File: src/rtl/mc_pkg.sv
// Shared encodings for the multi-cycle MIPS-subset controller: FSM states,
// instruction fields and the datapath select codes driven by mc_ctrl.
package mc_pkg;

  typedef enum logic [2:0] {
    S_FETCH  = 3'd0,
    S_DECODE = 3'd1,
    S_EXEC   = 3'd2,
    S_MEM    = 3'd3,
    S_WB     = 3'd4
  } state_t;

  localparam logic [5:0] OP_RTYPE = 6'h00;
  localparam logic [5:0] OP_JAL   = 6'h03;
  localparam logic [5:0] OP_BEQ   = 6'h04;
  localparam logic [5:0] OP_ORI   = 6'h0D;
  localparam logic [5:0] OP_LUI   = 6'h0F;
  localparam logic [5:0] OP_LW    = 6'h23;
  localparam logic [5:0] OP_SW    = 6'h2B;

  localparam logic [5:0] FN_SLL  = 6'h00;
  localparam logic [5:0] FN_JR   = 6'h08;
  localparam logic [5:0] FN_ADDU = 6'h21;
  localparam logic [5:0] FN_SUBU = 6'h23;

  localparam logic [1:0] NPC_PC4 = 2'd0;
  localparam logic [1:0] NPC_BR  = 2'd1;
  localparam logic [1:0] NPC_J   = 2'd2;
  localparam logic [1:0] NPC_RS  = 2'd3;

  localparam logic [1:0] RDST_RT = 2'd0;
  localparam logic [1:0] RDST_RD = 2'd1;
  localparam logic [1:0] RDST_RA = 2'd2;

  localparam logic [1:0] M2R_ALU = 2'd0;
  localparam logic [1:0] M2R_DM  = 2'd1;
  localparam logic [1:0] M2R_PC4 = 2'd2;

  localparam logic [2:0] ALU_ADD = 3'd0;
  localparam logic [2:0] ALU_SUB = 3'd1;
  localparam logic [2:0] ALU_OR  = 3'd2;
  localparam logic [2:0] ALU_LUI = 3'd3;

  typedef struct packed {
    logic isAddu;
    logic isSubu;
    logic isOri;
    logic isLui;
    logic isLw;
    logic isSw;
    logic isBeq;
    logic isJal;
    logic isJr;
    logic isNop;
    logic isIllegal;
  } instrClass_t;

endpackage

File: src/rtl/mc_if.sv
// Controller <-> datapath bundle: instruction fields and handshake inputs,
// select/enable outputs and debug status.
interface mc_if;
  logic [5:0] opcode;
  logic [5:0] funct;
  logic       zero;
  logic       memAck;
  logic       pcWrite;
  logic       irWrite;
  logic [1:0] npcSel;
  logic       regWrite;
  logic [1:0] regDst;
  logic [1:0] memToReg;
  logic       extOp;
  logic       aluSrcB;
  logic [2:0] aluOp;
  logic       memRead;
  logic       memWrite;
  logic [2:0] state;
  logic       illegal;
  logic       busErr;

  modport master (
    input  opcode, funct, zero, memAck,
    output pcWrite, irWrite, npcSel, regWrite, regDst, memToReg, extOp,
           aluSrcB, aluOp, memRead, memWrite, state, illegal, busErr
  );

  modport slave (
    output opcode, funct, zero, memAck,
    input  pcWrite, irWrite, npcSel, regWrite, regDst, memToReg, extOp,
           aluSrcB, aluOp, memRead, memWrite, state, illegal, busErr
  );
endinterface

File: src/rtl/mc_decode.sv
// Combinational instruction classifier: maps opcode/funct onto one-hot
// instruction classes; anything outside the supported subset is illegal.
module mc_decode
  import mc_pkg::*;
(
  input  logic [5:0]  opcode,
  input  logic [5:0]  funct,
  output instrClass_t cls
);

  always_comb begin
    cls = '0;
    case (opcode)
      OP_RTYPE: begin
        case (funct)
          FN_ADDU: cls.isAddu    = 1'b1;
          FN_SUBU: cls.isSubu    = 1'b1;
          FN_JR:   cls.isJr      = 1'b1;
          FN_SLL:  cls.isNop     = 1'b1;
          default: cls.isIllegal = 1'b1;
        endcase
      end
      OP_ORI:  cls.isOri     = 1'b1;
      OP_LUI:  cls.isLui     = 1'b1;
      OP_LW:   cls.isLw      = 1'b1;
      OP_SW:   cls.isSw      = 1'b1;
      OP_BEQ:  cls.isBeq     = 1'b1;
      OP_JAL:  cls.isJal     = 1'b1;
      default: cls.isIllegal = 1'b1;
    endcase
  end

endmodule

File: src/rtl/mc_ctrl.sv
// Multi-cycle main controller: FETCH/DECODE/EXEC/MEM/WB sequencer with a
// bounded data-memory wait; all selects are decoded from state and IR fields.
module mc_ctrl
  import mc_pkg::*;
#(
  parameter int MEM_TIMEOUT = 16
) (
  input logic clk,
  input logic rst_n,
  mc_if.master bus
);

  localparam logic [7:0] WAIT_LAST = 8'(MEM_TIMEOUT - 1);

  state_t      curState;
  state_t      nextState;
  logic [7:0]  waitCnt;
  logic        memTimeout;
  instrClass_t cls;

  mc_decode uDecode (
    .opcode (bus.opcode),
    .funct  (bus.funct),
    .cls    (cls)
  );

  // waitCnt counts MEM cycles already spent; the last allowed cycle times out
  // unless memAck arrives in that same cycle.
  assign memTimeout = (waitCnt == WAIT_LAST) && !bus.memAck;

  always_ff @(posedge clk or negedge rst_n) begin
    if (!rst_n) begin
      curState <= S_FETCH;
      waitCnt  <= '0;
    end else begin
      curState <= nextState;
      if (curState == S_MEM && nextState == S_MEM) waitCnt <= waitCnt + 8'd1;
      else                                         waitCnt <= '0;
    end
  end

  always_comb begin
    nextState = S_FETCH;
    case (curState)
      S_FETCH:  nextState = S_DECODE;
      S_DECODE: begin
        if (cls.isJal || cls.isJr || cls.isNop || cls.isIllegal) nextState = S_FETCH;
        else                                                     nextState = S_EXEC;
      end
      S_EXEC: begin
        if (cls.isLw || cls.isSw) nextState = S_MEM;
        else if (cls.isBeq)       nextState = S_FETCH;
        else                      nextState = S_WB;
      end
      S_MEM: begin
        if (bus.memAck)      nextState = cls.isLw ? S_WB : S_FETCH;
        else if (memTimeout) nextState = S_FETCH;
        else                 nextState = S_MEM;
      end
      S_WB:    nextState = S_FETCH;
      default: nextState = S_FETCH;
    endcase
  end

  assign bus.state = curState;

  // Enables are held low while reset is asserted so nothing fires before release.
  always_comb begin
    bus.pcWrite  = 1'b0;
    bus.irWrite  = 1'b0;
    bus.npcSel   = NPC_PC4;
    bus.regWrite = 1'b0;
    bus.regDst   = RDST_RT;
    bus.memToReg = M2R_ALU;
    bus.extOp    = 1'b0;
    bus.aluSrcB  = 1'b0;
    bus.aluOp    = ALU_ADD;
    bus.memRead  = 1'b0;
    bus.memWrite = 1'b0;
    bus.illegal  = 1'b0;
    bus.busErr   = 1'b0;
    if (rst_n) begin
      // ALU controls persist from EXEC through MEM/WB so address/result stay stable.
      if (curState inside {S_EXEC, S_MEM, S_WB}) begin
        if (cls.isSubu || cls.isBeq) bus.aluOp = ALU_SUB;
        else if (cls.isOri)          bus.aluOp = ALU_OR;
        else if (cls.isLui)          bus.aluOp = ALU_LUI;
        else                         bus.aluOp = ALU_ADD;
        bus.extOp   = cls.isLw || cls.isSw || cls.isBeq;
        bus.aluSrcB = cls.isOri || cls.isLui || cls.isLw || cls.isSw;
      end
      case (curState)
        S_FETCH: begin
          bus.irWrite = 1'b1;
          bus.pcWrite = 1'b1;
          bus.npcSel  = NPC_PC4;
        end
        S_DECODE: begin
          bus.illegal = cls.isIllegal;
          if (cls.isJal) begin
            bus.regWrite = 1'b1;
            bus.regDst   = RDST_RA;
            bus.memToReg = M2R_PC4;
            bus.pcWrite  = 1'b1;
            bus.npcSel   = NPC_J;
          end else if (cls.isJr) begin
            bus.pcWrite = 1'b1;
            bus.npcSel  = NPC_RS;
          end
        end
        S_EXEC: begin
          if (cls.isBeq) begin
            bus.pcWrite = bus.zero;
            bus.npcSel  = NPC_BR;
          end
        end
        S_MEM: begin
          bus.memRead  = cls.isLw;
          bus.memWrite = cls.isSw;
          bus.busErr   = memTimeout;
        end
        S_WB: begin
          bus.regWrite = 1'b1;
          bus.regDst   = (cls.isAddu || cls.isSubu) ? RDST_RD : RDST_RT;
          bus.memToReg = cls.isLw ? M2R_DM : M2R_ALU;
        end
        default: ;
      endcase
    end
  end

endmodule

File: src/flat_wrapper.sv
// flat-port wrapper written by rule: the top's interface ports become plain ports
module mc_ctrl_flat import mc_pkg::*;
#(
  parameter int MEM_TIMEOUT = 16
)
  (clk, rst_n, bus_opcode, bus_funct, bus_zero, bus_memAck, bus_pcWrite, bus_irWrite, bus_npcSel, bus_regWrite, bus_regDst, bus_memToReg, bus_extOp, bus_aluSrcB, bus_aluOp, bus_memRead, bus_memWrite, bus_state, bus_illegal, bus_busErr);
  mc_if bus_i ();
  input logic clk;
  input logic rst_n;
  input wire logic [$bits(bus_i.opcode)-1:0] bus_opcode;
  input wire logic [$bits(bus_i.funct)-1:0] bus_funct;
  input wire logic [$bits(bus_i.zero)-1:0] bus_zero;
  input wire logic [$bits(bus_i.memAck)-1:0] bus_memAck;
  output wire logic [$bits(bus_i.pcWrite)-1:0] bus_pcWrite;
  output wire logic [$bits(bus_i.irWrite)-1:0] bus_irWrite;
  output wire logic [$bits(bus_i.npcSel)-1:0] bus_npcSel;
  output wire logic [$bits(bus_i.regWrite)-1:0] bus_regWrite;
  output wire logic [$bits(bus_i.regDst)-1:0] bus_regDst;
  output wire logic [$bits(bus_i.memToReg)-1:0] bus_memToReg;
  output wire logic [$bits(bus_i.extOp)-1:0] bus_extOp;
  output wire logic [$bits(bus_i.aluSrcB)-1:0] bus_aluSrcB;
  output wire logic [$bits(bus_i.aluOp)-1:0] bus_aluOp;
  output wire logic [$bits(bus_i.memRead)-1:0] bus_memRead;
  output wire logic [$bits(bus_i.memWrite)-1:0] bus_memWrite;
  output wire logic [$bits(bus_i.state)-1:0] bus_state;
  output wire logic [$bits(bus_i.illegal)-1:0] bus_illegal;
  output wire logic [$bits(bus_i.busErr)-1:0] bus_busErr;
  assign bus_i.opcode = bus_opcode;
  assign bus_i.funct = bus_funct;
  assign bus_i.zero = bus_zero;
  assign bus_i.memAck = bus_memAck;
  assign bus_pcWrite = bus_i.pcWrite;
  assign bus_irWrite = bus_i.irWrite;
  assign bus_npcSel = bus_i.npcSel;
  assign bus_regWrite = bus_i.regWrite;
  assign bus_regDst = bus_i.regDst;
  assign bus_memToReg = bus_i.memToReg;
  assign bus_extOp = bus_i.extOp;
  assign bus_aluSrcB = bus_i.aluSrcB;
  assign bus_aluOp = bus_i.aluOp;
  assign bus_memRead = bus_i.memRead;
  assign bus_memWrite = bus_i.memWrite;
  assign bus_state = bus_i.state;
  assign bus_illegal = bus_i.illegal;
  assign bus_busErr = bus_i.busErr;
  mc_ctrl #(.MEM_TIMEOUT(MEM_TIMEOUT)) u_core (.clk(clk), .rst_n(rst_n), .bus(bus_i));
endmodule
File: config.mk
export PLATFORM = sky130hd
export DESIGN_NAME = mc_ctrl_flat
export DESIGN_NICKNAME = d
export VERILOG_FILES = /design/src/rtl/mc_pkg.sv /design/src/rtl/mc_if.sv /design/src/rtl/mc_decode.sv /design/src/rtl/mc_ctrl.sv /design/src/flat_wrapper.sv
export SDC_FILE = /design/constraint.sdc
export NUM_CORES = 1
export LEC_CHECK = 0
export BUFFER_PORTS_ARGS = -buffer_cell sky130_fd_sc_hd__buf_2
export CAP_MARGIN = 20
export CELL_PAD_IN_SITES_DETAIL_PLACEMENT = 0
export CELL_PAD_IN_SITES_GLOBAL_PLACEMENT = 1
export CORE_MARGIN = 10
export CORE_UTILIZATION = 30
export CTS_CLUSTER_SIZE = 24
export DETAILED_ROUTE_END_ITERATION = 8
export PLACE_DENSITY = 0.77
export SYNTH_ARGS = -nofsm -noshare
export SYNTH_HDL_FRONTEND = slang
export SYNTH_SLANG_ARGS = --single-unit
export TNS_END_PERCENT = 20
File: constraint.sdc
create_clock -name clk -period 2.4 [get_ports clk]
set_input_delay 0.48 -clock clk [delete_from_list [all_inputs] [get_ports clk]]
set_output_delay 0.48 -clock clk [all_outputs]
set_load 0.01 [all_outputs]
==> results of run 1 <==
[through the flow]
stage	hold slack (ps)	power, mW	setup slack [ps]	std cells	cell area, um^2
6_report	29.2	0.558	44.8	186	1170
5_1_grt	16.4	0.607	-62.0	186	1170
4_1_cts	30.4	0.560	31.7	186	1160
3_5_place_dp	313	0.438	32.9	182	1130
3_3_place_gp	311	0.434	46.8	182	1130
2_1_floorplan	184	0.347	144	115	901
[logic make-up after synthesis]
family | count (synthesis)
xor+xnor | 6
buf+inv | 12
simple gates | 64
flops | 11
fa+ha+maj | 1
other cells | 1
compound gates | 20
[layout by cell type, fill, tap and decap left out, types with 4 or more instances in the layout]
cell	synthesis	routed
nand2b_1	4	4
xnor2_1	4	4
a21oi_1	8	8
or3_1	5	5
buf_4	2	7
nor2_1	14	14
nor2b_1	4	4
nand2_1	6	6
dfrtp_1	11	11
inv_1	6	6
nor3_1	6	6
nand3_1	6	6
buf_2	1	35
[layer usage]
metal  track usage [%]  vias up  part of all wire, %  routed length [um]
met5                 0        -                    0                   0
met4              2.52        0                 0.87                  23
met3              3.29        2                  8.1                 213
met2              15.5       30                   45                1180
met1              12.6      460                   46                1220
li1                  -      497                    -                   -
[registers in the layout (all words and copies together) (netlist names)]
signal	count
u_core.bus.state	3
u_core.waitCnt	8
[final timing paths]
kind	endpoint	slack (ps)	depth (start not counted)
hold / removal	u_core.bus.state[2]	30	1
setup / recovery	bus_regWrite	40	6
max in group asynchronous	u_core.waitCnt[0]	2020	2
min in group clk	u_core.waitCnt[0]	460	1
hold reg to reg	u_core.waitCnt[0]	460	1
setup reg to reg	u_core.waitCnt[7]	790	5
[layout make-up]
cell class,count,area (um^2),share of cell area (%)
timing repair buffer,42,228,19.5
sequential,11,275,23.6
clock inverter,1,5.00,0.428
multi-input combinational,92,577,49.4
clock buffer,3,22.5,1.93
inverter,6,22.5,1.93
tap,31,38.8,3.32
[power breakdown]
group          internal [mW]  switching (mW)
sequential             0.198          0.0357
clock                 0.0616          0.0621
combinational         0.0913           0.109
total                  0.351           0.207
[what timing repair did]
item                                    in CTS  in global routing
endpoints found under the setup margin       0                  6
hold buffers                                 0                  0
gates resized for setup                      0                  3
hold endpoints to repair                     0                  0
==> results.md, run 1 <==
- Seq/Total Area, Yosys: about 31%
- Post-Syn Instances: approximately 120
- CP max stage delay: 380 ps
- Final setup TNS: 0 ps
- Post-synth top area cell: dfrtp_1
- Routed vias: 989
- Ys async rst share: 100%
- Min-Delay Path Class: primary input to asynchronous set/reset pin
- Synthesis Warnings: 0
- CP Class: primary input to output pin
- Final Hold Vio Count: 0
- Util after Layout: about two fifths
- CTS tree: yes
- Initial antenna violation count: 0
- Final HPWL DP: 2.21 mm
- Mux contribution to synthesized area: 0%
- Clock buffer depth: 2
- H-tree levels: 1
- Number of global-route vias before repair: 1002
- Period minus WS final: 2360 ps
- Critical path's slowest cell: or3_1
- Max frequency: around 420 MHz
- Core footprint: approximately 2800 um^2
- Total GRT Usage: between 9 and 10%
- Die area: between 5000 and 6000 um^2
- Status: finished clean
- Worst Path Buf+Inv: 2
- Clock Pin Slew Worst Setup and Hold Paths: 70 ps
- CP Launch Point: bus_opcode[3]
- Synthesized area: between 900 and 1000 um^2
- Cell variety after synth: 39
- Unrepaired setup endpoints after global routing: true
- Post-synth top cells: nor2_1, dfrtp_1, a21oi_1
- Die Y: around 75 um
- CP Launch Type: primary input
- Largest family of logic cells by synthesized area: simple AND/OR/NAND/NOR gates
- Area Growth Syn to Fin: 29.7%
- Largest cells by area after synthesis: dfrtp_1, nor2_1, a21oi_1
- Period utilization: between 90% and 100%
- Initial Util: between 30% and 40%
- Syn_area_per_cell: between 7 and 8 um^2
- EDFF count, synth: 0
- Cts bufs inserted: 3
- First-pass GRT wire length: 4.49 mm
- Vias per inst: roughly 5.3
- Clk_skew: ~1.1 ps
- N_diodes: 0
- I/O Pins: 37
- Largest net degree at the start of global routing: 13
- Initial drt markers: 47
- Final WL: ~2.6 mm
- Routed wire per std cell: 14.2 um
- Top FF cell, synth: dfrtp_1
- Syn nets: 132
- Setup-failing EPs final: 0
- Post-DRT Antenna Nets: 0
- Register bit total from synthesis: 11
- XOR/XNOR Fraction of Synth Area: 5.83%
- Cell mode on critical path: buf_2
- Post-Synth Simple-Gate Area: between 40% and 50%
- Post-route DRC: 0
- Clock sink count: 11
- Leak: around 0.53 nW
- GPL Wtd Cong: 0.743
- Top cell type's share of synthesized area: 30.6%
- Global route total overflow: 0
- Port bufs: 35
- CP endpoint kind: output pin
- Post-CTS Setup Bufs: 0
- Power per cell area: between 400 and 500 nW/um^2
- Layout cells sized above 1: between 30% and 40%
- Fillers: 307
- Crit path max fanout: 6
- Rows: 19
- Worst Path Required: approximately 1900 ps
- Most frequent cell after synthesis: nor2_1
- Worst-Skew Late Latency: roughly 260 ps
- Max cap viols: 0
- VDD IR max: 0.152 mV
- Worst path cell trace: buf_2 > or3_1 > or2_1 > or3b_1 > a21oi_1 > buf_2
- Reg-to-Reg Start: u_core.waitCnt[0]
- Post-Synth Adder-Cell Area: about 1.4%
- Synth Area in Compound Gates: around 14%
- DIE WIDTH: ~75 um
- CP top delay family: simple AND/OR/NAND/NOR gates
- Root buf cell: clkbuf_4
- Final nets: approximately 170
- Slew Viols, Final: 0
- Data arrival time of the worst path: about 1900 ps
- DR pass1 iterations: 4
Note: power is estimated with default switching activity, not from simulation.
==> run 2: changes to the inputs <==
--- a/config.mk
+++ b/config.mk
@@ -14,6 +14,7 @@
 export CTS_CLUSTER_SIZE = 24
 export DETAILED_ROUTE_END_ITERATION = 8
 export PLACE_DENSITY = 0.77
+export SETUP_SLACK_MARGIN = 0.15
 export SYNTH_ARGS = -nofsm -noshare
 export SYNTH_HDL_FRONTEND = slang
 export SYNTH_SLANG_ARGS = --single-unit
==> run 2 against run 1 <==
Against the previous run: combinational power is essentially flat; critical path depth did not move; largest cell class unchanged; clock power is 4% lower; die area stayed put; non-clock buffer count unchanged; clock-buffer cell count increased by 1.
==> results.md, run 2 (same netlist as run 1, synthesis figures left out) <==
- Status: finished clean
- Routed vias: slightly below 1000
- Rows: 19
- Unrepaired setup endpoints after global routing: true
- Vias per inst: around 5.3
- Slew Viols, Final: 0
- Most common cell after layout, fill and taps aside: buf_2
- Initial drt markers: 62
- I/O Pins: 37
- Worst-Skew Late Latency: between 200 and 300 ps
- GPL Wtd Cong: approximately 0.85
- Reg with most FFs: u_core.waitCnt
- Final WL: between 2 and 3 mm
- Area Growth Syn to Fin: 30.0%
- Max frequency: 433 MHz
- Leak: about 0.52 nW
- Min-Delay Path Class: primary input to asynchronous set/reset pin
- Initial Util: roughly 32%
- Root buf cell: clkbuf_4
- Core footprint: around 2800 um^2
- CP Class: primary input to output pin
- DIE WIDTH: around 75 um
- Cts bufs inserted: 3
- First-pass GRT wire length: about 4.4 mm
- VDD IR max: 0.145 mV
- Most frequent cells in the layout: buf_2, nor2_1, dfrtp_1
- Crit path max fanout: 4
- Final nets: 173
- WHS: 69.0 ps
- Final HPWL DP: between 2 and 2.5 mm
- Layout cells sized above 1: 32.9%
- DR pass1 iterations: 5
- Hold buffers post-CTS: 0
- Period utilization: between 90% and 100%
- CTS tree: yes
- Final Hold Vio Count: 0
- Max cap viols: 0
- Largest net degree at the start of global routing: 13
- Total GRT Usage: 9.92%
- Post-route DRC: 0
- Number of global-route vias before repair: around 1000
- Global route total overflow: 0
- Initial antenna violation count: 0
- Post-DRT Antenna Nets: 0
- Clock buffer depth: 2
- H-tree levels: 1
- Die Y: approximately 75 um
- Period minus WS final: between 2000 and 2500 ps
- Clk_skew: 2.09 ps
- Die area: 5600 um^2
- Routed wire per std cell: between 10 and 15 um
- Worst Path Required: 1920 ps
- Power per cell area: around 470 nW/um^2
- Clock Pin Slew Worst Setup and Hold Paths: around 60 ps
- Largest register FFs: 8
- N_diodes: 0
- Data arrival time of the worst path: 1830 ps
- Setup-failing EPs final: 0
- CP Launch Type: primary input
- Final setup TNS: 0 ps
- CP endpoint kind: output pin
- Clock sink count: 11
- Port bufs: 35
-- run 2: cell types whose count changed in the layout (fill, tap and decap cells not counted), sizes merged --
cell    previous run  this run
clkbuf             3         4
clkinv             1         0
-- run 2: per-stage QoR --
| stage | instance area, um^2 | cells | utilization, % | power (mW) | worst slack [ps] |
|---|---|---|---|---|---|
| floorplan | 905 | 115 | - | 0.347 | 175 |
| detailed placement | 1130 | 182 | 40.4 | 0.437 | 12.1 |
| finish | 1170 | 186 | 41.7 | 0.551 | 91.1 |
| CTS | 1160 | 186 | 41.3 | 0.556 | 79.9 |
| global placement | 1130 | 182 | 40.4 | 0.434 | 42.0 |
| global route | 1170 | 186 | 41.7 | 0.603 | 13.9 |
-- run 2: worst paths after layout --
kind | endpoint | cells after the start | slack, ps | startpoint
hold reg to reg | u_core.waitCnt[0] | 1 | 470 | u_core.waitCnt[0]
hold / removal | u_core.waitCnt[4] | 1 | 70 | rst_n
setup reg to reg | u_core.waitCnt[5] | 5 | 780 | u_core.waitCnt[0]
min in group clk | u_core.waitCnt[0] | 1 | 470 | u_core.waitCnt[0]
setup / recovery | bus_regWrite | 6 | 90 | bus_opcode[3]
max in group asynchronous | u_core.waitCnt[0] | 2 | 1980 | rst_n
-- run 2: worst max-delay path, stage by stage --
cell and delay [ps]:
buf_2 130, or3_1 370, or2_1 230, or3b_1 360
a21oi_2 120, buf_2 140
-- run 2: metal layers --
| layer | vias to the layer above | GRT usage [%] | wire [um] |
|---|---|---|---|
| met2 | 29 | 16.9 | 1300 |
| met4 | 0 | 3.78 | 0 |
| met3 | 0 | 1.84 | 211 |
| met5 | - | 0 | 0 |
| met1 | 456 | 12.1 | 1120 |
| li1 | 492 | - | - |
-- run 2: area by class of cell --
class                      instances  area, um^2
fill                             297        1630
multi-input combinational         92         581
sequential                        11         275
timing repair buffer              42         228
tap                               31        38.8
clock buffer                       4        26.3
inverter                           6        22.5
-- run 2: what timing repair did --
item,4_1_cts,5_1_grt
setup buffers,0,0
endpoints found under the setup margin,5,8
pin swaps,4,0
gates resized for setup,1,2
-- run 2: power by group --
part           leakage (nW)  internal, mW  total, mW  switching, mW
clock                0.0150        0.0642      0.119         0.0549
combinational         0.357        0.0915      0.199          0.107
sequential            0.151         0.198      0.233         0.0344
total                 0.523         0.354      0.551          0.197
==> run 3: changes to the inputs <==
--- a/config.mk
+++ b/config.mk
@@ -13,7 +13,7 @@
 export CORE_UTILIZATION = 30
 export CTS_CLUSTER_SIZE = 24
 export DETAILED_ROUTE_END_ITERATION = 8
-export PLACE_DENSITY = 0.77
+export PLACE_DENSITY_LB_ADDON = 0.1
 export SETUP_SLACK_MARGIN = 0.15
 export SYNTH_ARGS = -nofsm -noshare
 export SYNTH_HDL_FRONTEND = slang
==> run 3 against run 2 <==
Against the previous run: register-to-register slack improved by 30 ps; cell count rose by 1.6%; clock skew rose by 0.77 ps; flip-flop and latch count did not move; core utilization rose by 1.4 points; highest routed layer unchanged; die area did not move; routed wire length rose by 5.9%; design area rose by 3.4%.
==> results.md, run 3 (same netlist as run 1, synthesis figures left out) <==
- Status: finished clean
- DR pass1 iterations: 4
- Largest register FFs: 8
- Comb pwr share: between 30% and 40%
- Initial drt markers: 60
- Psw: about 0.21 mW
- Global route total overflow: 0
- CP Class: primary input to output pin
- Power per cell area: 469 nW/um^2
- Die Y: between 70 and 80 um
- Post-CTS Setup Bufs: 0
- CP max stage delay: ~380 ps
- Period utilization: a little over nine tenths
- Worst path cell trace: buf_6 > or3_1 > or2_1 > or3b_1 > a21oi_2 > buf_2
- CTS tree: yes
- Unrepaired setup endpoints after global routing: true
- Most common cell after layout, fill and taps aside: buf_2
- H-tree levels: 1
- First-pass GRT wire length: between 4 and 5 mm
- Port bufs: 35
- Data arrival time of the worst path: about 1800 ps
- CP Launch Type: primary input
- Sequential share of power: approximately two fifths
- Final setup TNS: 0 ps
- Area Growth Syn to Fin: 34.4%
- CP top delay family: simple AND/OR/NAND/NOR gates
- GPL Wtd Cong: roughly 0.8
- Int Power: ~0.36 mW
- Rows: 19
- Worst Path Buf+Inv: 2
- Largest net degree at the start of global routing: 17
- Switching share of power: between 30 and 40%
- Die area: ~5600 um^2
- Worst-Skew Late Latency: 270 ps
- Final HPWL DP: around 2.3 mm
- Clock buffer depth: 2
- Min-Delay Path Class: primary input to asynchronous set/reset pin
- Hold buffers post-CTS: 0
- N_diodes: 0
- Post-DRT Antenna Nets: 0
- Setup-failing EPs final: 0
- I/O Pins: 37
- DIE WIDTH: between 70 and 80 um
- Number of global-route vias before repair: ~1100
- Max frequency: ~440 MHz
- CP endpoint kind: output pin
- Power share of the clock group: between 20% and 30%
- Max cap viols: 0
- Most frequent cells in the layout: buf_2, nor2_1, dfrtp_1
- Post-route DRC: 0
- Total GRT Usage: roughly a tenth
- Vias per inst: roughly 5.2
- Slew Viols, Final: 0
- Final nets: ~180
- Final WL: between 2 and 3 mm
- Period minus WS final: 2300 ps
- Crit path max fanout: 4
- VDD IR max: about 0.18 mV
- Initial Util: between 30% and 40%
- Layout cells sized above 1: between 30% and 40%
- Clock Pin Slew Worst Setup and Hold Paths: 70 ps
- Pwr Total: approximately 0.57 mW
- Routed vias: between 900 and 1000
- Clock sink count: 11
- Critical path's slowest cell: or3_1
- Worst Path Required: ~1900 ps
- Clk_skew: between 2 and 3 ps
- Cts bufs inserted: 3
- Root buf cell: clkbuf_4
- Final Hold Vio Count: 0
- Initial antenna violation count: 0
- Leak: around 0.54 nW
- Routed wire per std cell: between 10 and 15 um
- Reg with most FFs: u_core.waitCnt
- Core footprint: 2810 um^2
-- run 3: cell types whose count changed in the layout (fill, tap and decap cells not counted), sizes merged --
cell,delta
buf,+3
-- run 3: worst register-to-register path, stage by stage (launching register included) --
cell	delay (ps)
dfrtp_1	400
ha_1	230
and3_1	240
a21oi_1	190
nand3_1	280
nor2_1	170
-- run 3: per-stage QoR --
stage | cell area [um^2] | cells | utilization, % | hold slack, ps | setup slack (ps)
CTS | 1200 | 189 | 42.9 | 105 | 109
global placement | 1150 | 185 | 41.2 | 402 | 19.1
detailed placement | 1150 | 185 | 41.2 | 401 | 17.5
finish | 1210 | 189 | 43.2 | 102 | 104
global route | 1210 | 189 | 43.2 | 113 | 27.9
floorplan | 905 | 115 | - | 184 | 175
-- run 3: final timing paths --
| kind | start | to | slack (ps) | depth (start not counted) |
|---|---|---|---|---|
| worst max-delay path | bus_opcode[4] | bus_regWrite | 100 | 6 |
| worst min-delay path | rst_n | u_core.waitCnt[3] | 100 | 1 |
| worst max register to register | u_core.waitCnt[0] | u_core.waitCnt[2] | 810 | 5 |
| worst min register to register | u_core.waitCnt[0] | u_core.waitCnt[0] | 470 | 1 |
| max in group asynchronous | rst_n | u_core.bus.state[0] | 2050 | 1 |
| min in group clk | u_core.waitCnt[0] | u_core.waitCnt[0] | 470 | 1 |
-- run 3: timing repair --
item | 4_1_cts | 5_1_grt
gates resized for setup | 6 | 2
pin swaps | 5 | 1
setup endpoints to repair | 4 | 9
-- run 3: power groups by stage --
stage | Clock (mW) | Combinational (mW) | Sequential (mW)
after floorplan | 0 | 0.123 | 0.224
after global placement | 0 | 0.206 | 0.237
after detailed placement | 0 | 0.206 | 0.235
after CTS | 0.134 | 0.210 | 0.231
after global routing | 0.144 | 0.239 | 0.239
final | 0.129 | 0.208 | 0.231
-- run 3: cell type report --
| cell class | count | area [um^2] |
|---|---|---|
| Sequential cell | 11 | 275 |
| Multi-Input combinational cell | 92 | 586 |
| Tap cell | 31 | 38.8 |
| Clock buffer | 4 | 26.3 |
| Timing Repair Buffer | 45 | 263 |
| Fill cell | 312 | 1590 |
| Inverter | 6 | 22.5 |
-- run 3: metal layers --
layer | part of all wire, % | global-route usage [%] | vias up
met5 | 0 | 0 | -
met4 | 0 | 1.26 | 0
met3 | 6.9 | 4.07 | 0
met2 | 44 | 15.9 | 28
met1 | 49 | 13.9 | 462
li1 | - | - | 501
